[config.mk]
export PLATFORM = sky130hd
export DESIGN_NAME = rf_multiport
export DESIGN_NICKNAME = d
export VERILOG_FILES = /design/src/rtl/rf_multiport.sv
export SDC_FILE = /design/constraint.sdc
export NUM_CORES = 1
export LEC_CHECK = 0
export CAP_MARGIN = 20
export CORE_MARGIN = 3
export CORE_UTILIZATION = 52
export CTS_CLUSTER_DIAMETER = 60
export CTS_CLUSTER_SIZE = 20
export DETAILED_ROUTE_END_ITERATION = 6
export PLACE_DENSITY = 0.81
export SLEW_MARGIN = 20
export SYNTH_ARGS = -nofsm -noshare
export SYNTH_HDL_FRONTEND = slang
export SYNTH_SLANG_ARGS = --single-unit
[constraint.sdc]
create_clock -name clk -period 3.15 [get_ports clk]
set_input_delay 0.7875 -clock clk [delete_from_list [all_inputs] [get_ports clk]]
set_output_delay 0.7875 -clock clk [all_outputs]
set_load 0.05 [all_outputs]
[src/rtl/rf_multiport.sv]
// rf_multiport: parameterised multi-port register file with a hard-wired zero
// register, an issue-side busy scoreboard and asynchronous active-low reset.
// Optional feature macro: RF_BYPASS_EN forwards same-cycle writes to the read
// ports (data and readiness). Without the macro, reads come only from the
// stored state.
module rf_multiport #(
   parameter int unsigned    DW      = 8,
   parameter int unsigned    RFW     = 2,
   parameter int unsigned    NR      = 2,
   parameter int unsigned    NW      = 1,
   parameter logic [DW-1:0]  RST_VAL = '0
) (
   input  logic                  clk,
   input  logic                  rst_n,
   input  logic [NW-1:0]         we,
   input  logic [NW*RFW-1:0]     wr_address,
   input  logic [NW*DW-1:0]      wr_data,
   input  logic                  rsv_en,
   input  logic [RFW-1:0]        rsv_address,
   input  logic [NR*RFW-1:0]     rr_address,
   output logic [NR*DW-1:0]      rr_data,
   output logic [NR-1:0]         rr_ready,
   output logic [(2**RFW)-1:0]   busy
);

   localparam int unsigned DEPTH = 2 ** RFW;

   logic [DW-1:0]    mem [DEPTH];
   logic [DEPTH-1:0] busy_q;

   // Storage and scoreboard update; later ports override earlier ones, and a
   // reservation overrides the busy clear caused by a write to the same register.
   always_ff @(posedge clk or negedge rst_n) begin
      if (!rst_n) begin
         for (int i = 0; i < int'(DEPTH); i++) begin
            mem[i] <= (i == 0) ? '0 : RST_VAL;
         end
         busy_q <= '0;
      end else begin
         for (int k = 0; k < int'(NW); k++) begin
            if (we[k] && (wr_address[k*RFW +: RFW] != '0)) begin
               mem[wr_address[k*RFW +: RFW]]    <= wr_data[k*DW +: DW];
               busy_q[wr_address[k*RFW +: RFW]] <= 1'b0;
            end
         end
         if (rsv_en && (rsv_address != '0)) begin
            busy_q[rsv_address] <= 1'b1;
         end
      end
   end

   // Combinational read ports with optional same-cycle write forwarding.
   always_comb begin
      rr_data  = '0;
      rr_ready = '0;
      for (int j = 0; j < int'(NR); j++) begin
         rr_data[j*DW +: DW] = mem[rr_address[j*RFW +: RFW]];
         rr_ready[j]         = ~busy_q[rr_address[j*RFW +: RFW]];
`ifdef RF_BYPASS_EN
         for (int k = 0; k < int'(NW); k++) begin
            if (we[k] && (wr_address[k*RFW +: RFW] != '0) &&
                (wr_address[k*RFW +: RFW] == rr_address[j*RFW +: RFW])) begin
               rr_data[j*DW +: DW] = wr_data[k*DW +: DW];
               rr_ready[j]         = ~(rsv_en && (rsv_address == rr_address[j*RFW +: RFW]));
            end
         end
`endif
      end
   end

   // Register 0 is never reserved, so its busy bit stays at its reset value.
   assign busy = busy_q;

endmodule
==> results.yml <==
final_layout:
  postLayoutCoreUtil_pct: 71.8
  fin_cells: 188
  layout.nets: 163
  drive_gt1_share_pct: 53.5
  n_antenna_cell: 0
  nFillCells: 231
  syn2layout_area_growth_pct: 29.5
clock_network:
  ctsResizeCount: 0
  cts.sinks: 36
  cts_setup_buffers: 0
  cts_tree: "yes"
  cts_made_buffers: 5
  cts_buffer_depth: 2
  cts.clk_slew.worst_paths_ps: 100
  cts_hold_buf: 0
  h-tree-depth: 2
  cts_root_buf: "clkbuf_4"
  clk_latency_ps: 320
floorplanning:
  die_x_um: 63.5
  pin_count: 42
  rows: 20
  start_util_pct: 55.4
  dieArea_mm2: 0.00403
  die_h_um: 63.5
  core_mm2: 0.00310
logic_synthesis:
  yosys-top-cells-area: "dfrtp_1, mux4_2, mux2_2, clkbuf_1, buf_6"
  syn_avg_cell_area_um2: 17.0
  synth_nets: 121
  async_reset_ff_share_pct: 100
  synth_top_area_share_pct: 52.4
  synth.most_common_cell: "dfrtp_1"
  synthFlopType: "dfrtp_1"
  synthTopCellsByCount: "dfrtp_1, mux2_2, mux4_2, clkbuf_1, inv_1"
  netlist_instances: 101
  synth.yosys.seq_area_share_pct: 52.4
  ys_ff_latch: 36
  syn_area_mm2: 0.00172
  synth_warnings: 0
  synth.largest_area_cell: "dfrtp_1"
  yosysUniqueCellTypes: 12
  synth_edf_count: 0
place:
  port_buffers: 41
  dp_hpwl_um: 2550
  pre_cts_slack_ps: 165
  dp_cells: 180
  routabilityCongestion: 0.760
power:
  pwr-share-clk_pct: 23.0
  peakVddDrop_mv: 0.496
  intPower_uw: 907
  leakagePower_nw: 0.971
  swShare_pct: 33.9
  p_switching_uw: 465
  powerDensity_mw_per_mm2: 616
  comb_power_share_pct: 35.2
  sequentialPowerShare_pct: 41.8
timing:
  relSlewSlack_pct: 66.8
  setup_viol_count_final: 0
  final_max_slew_viol_count: 0
  fmax_ghz: 0.336
  finClkSkew_ps: 0
  rsz0062_at_grt: "false"
  fin_ws_ps: 171
  fin_crit_ps: 2980
  hold_slack_ps: 405
  final_hold_viol_count: 0
  fin_crit_sh_pct: 94.6
  tightest_slew_ps: 496
  fin_tns_setup_ps: 0
detailed_routing:
  wl_um: 3440
  drtPass1Iterations: 4
  routedWlPerCell_um: 18.3
  drt_iter0_markers: 51
  vias: 1024
  drc: 0
  viasPerCell: 5.45
  ant_nets: 0
grt:
  grt.total_usage_pct: 19.5
  grt_pass1_wl_um: 5890
  antenna_found_initial: 0
  grt_pass1_vias: 1185
  grt_max_degree: 37
  grt_overflow: 0
worst_setup_path:
  worst_setup_path_start_kind: "input port"
  crit_required_ps: 2360
  cp-end-kind: "output pin"
  path_max_fanout: 4
  cp.arrival_ps: 2190
  worstSetupPathType: "input port to output pin"
min_path:
  min_path_type: "register to register"
outcome:
  status: "completed"
flow_run:
  maxCapViolCount: 0
cells in the final DEF, fill, tap and decap left out:
cell type         n
dfrtp_1          36
mux2_2           24
clkdlybuf4s50_1  23
buf_4            23
mux4_2           18
clkbuf_4          5
inv_1             3
nand3b_2          2
a32o_1            2
buf_12            2
nand2_1           1
o2bb2ai_1         1
nand3_2           1
bufinv_16         1
clkbuf_1          1
clkinv_2          1
power by group through the flow:
| stage | logic, mW | registers (mW) | clock network [mW] |
|---|---|---|---|
| final | 0.483 | 0.574 | 0.315 |
| after global routing | 0.508 | 0.584 | 0.346 |
| after CTS | 0.488 | 0.574 | 0.325 |
| after detailed placement | 0.487 | 0.583 | 0 |
| after global placement | 0.480 | 0.573 | 0 |
| after floorplan | 0.313 | 0.587 | 0 |
logic make-up after synthesis:
kind of cell,count (synthesis),share of synthesized area (%)
simple gates,4,2.11
flops,36,52.4
mux,42,39.3
compound gates,3,1.67
buf+inv,16,4.51
metal layers:
metal  track usage (%)  part of all wire [%]  up-vias
li1                  -                     -      466
met1              23.2                    40      529
met2              33.9                    55       25
met3              4.81                   3.7        4
met4              7.28                  0.99        0
met5                 0                     0        -
sequential cells by signal, indices dropped and copies added, names as in the netlist:
register,count
mem,32
busy,4
final timing paths:
check                                    startpoint                   to  slack [ps]  depth (start not counted)
worst max register to register  mem[16]$_DFFE_PN0P_  mem[16]$_DFFE_PN0P_        2350                          1
min in group asynchronous                     rst_n  mem[29]$_DFFE_PN0P_         860                          2
worst min register to register  mem[26]$_DFFE_PN0P_  mem[26]$_DFFE_PN0P_         410                          0
max in group asynchronous                     rst_n  mem[18]$_DFFE_PN0P_        1970                          2
worst max-delay path                  rr_address[0]          rr_ready[0]         170                          5
worst min-delay path            mem[26]$_DFFE_PN0P_  mem[26]$_DFFE_PN0P_         410                          0
worst max-delay path: stages:
cell,delay (ps)
clkdlybuf4s50_1,490
buf_4,170
mux4_2,500
inv_1,110
buf_12,140
cell type report:
cell class | instances | area (µm²) | area share [%]
clock inverters | 2 | 35.0 | 1.57
multi-input cells | 49 | 741 | 33.3
repair buffers | 48 | 443 | 19.9
inverters | 3 | 11.3 | 0.506
flip-flops and latches | 36 | 901 | 40.4
clock buffers | 6 | 41.3 | 1.85
well taps | 44 | 55.1 | 2.47
per-stage QoR:
stage	area [µm²]	total power, mW
3_3_place_gp	2150	1.05
6_report	2230	1.37
3_5_place_dp	2150	1.07
5_1_grt	2230	1.44
4_1_cts	2230	1.39
2_1_floorplan	1720	0.900
(Power assumes the default switching activity.)
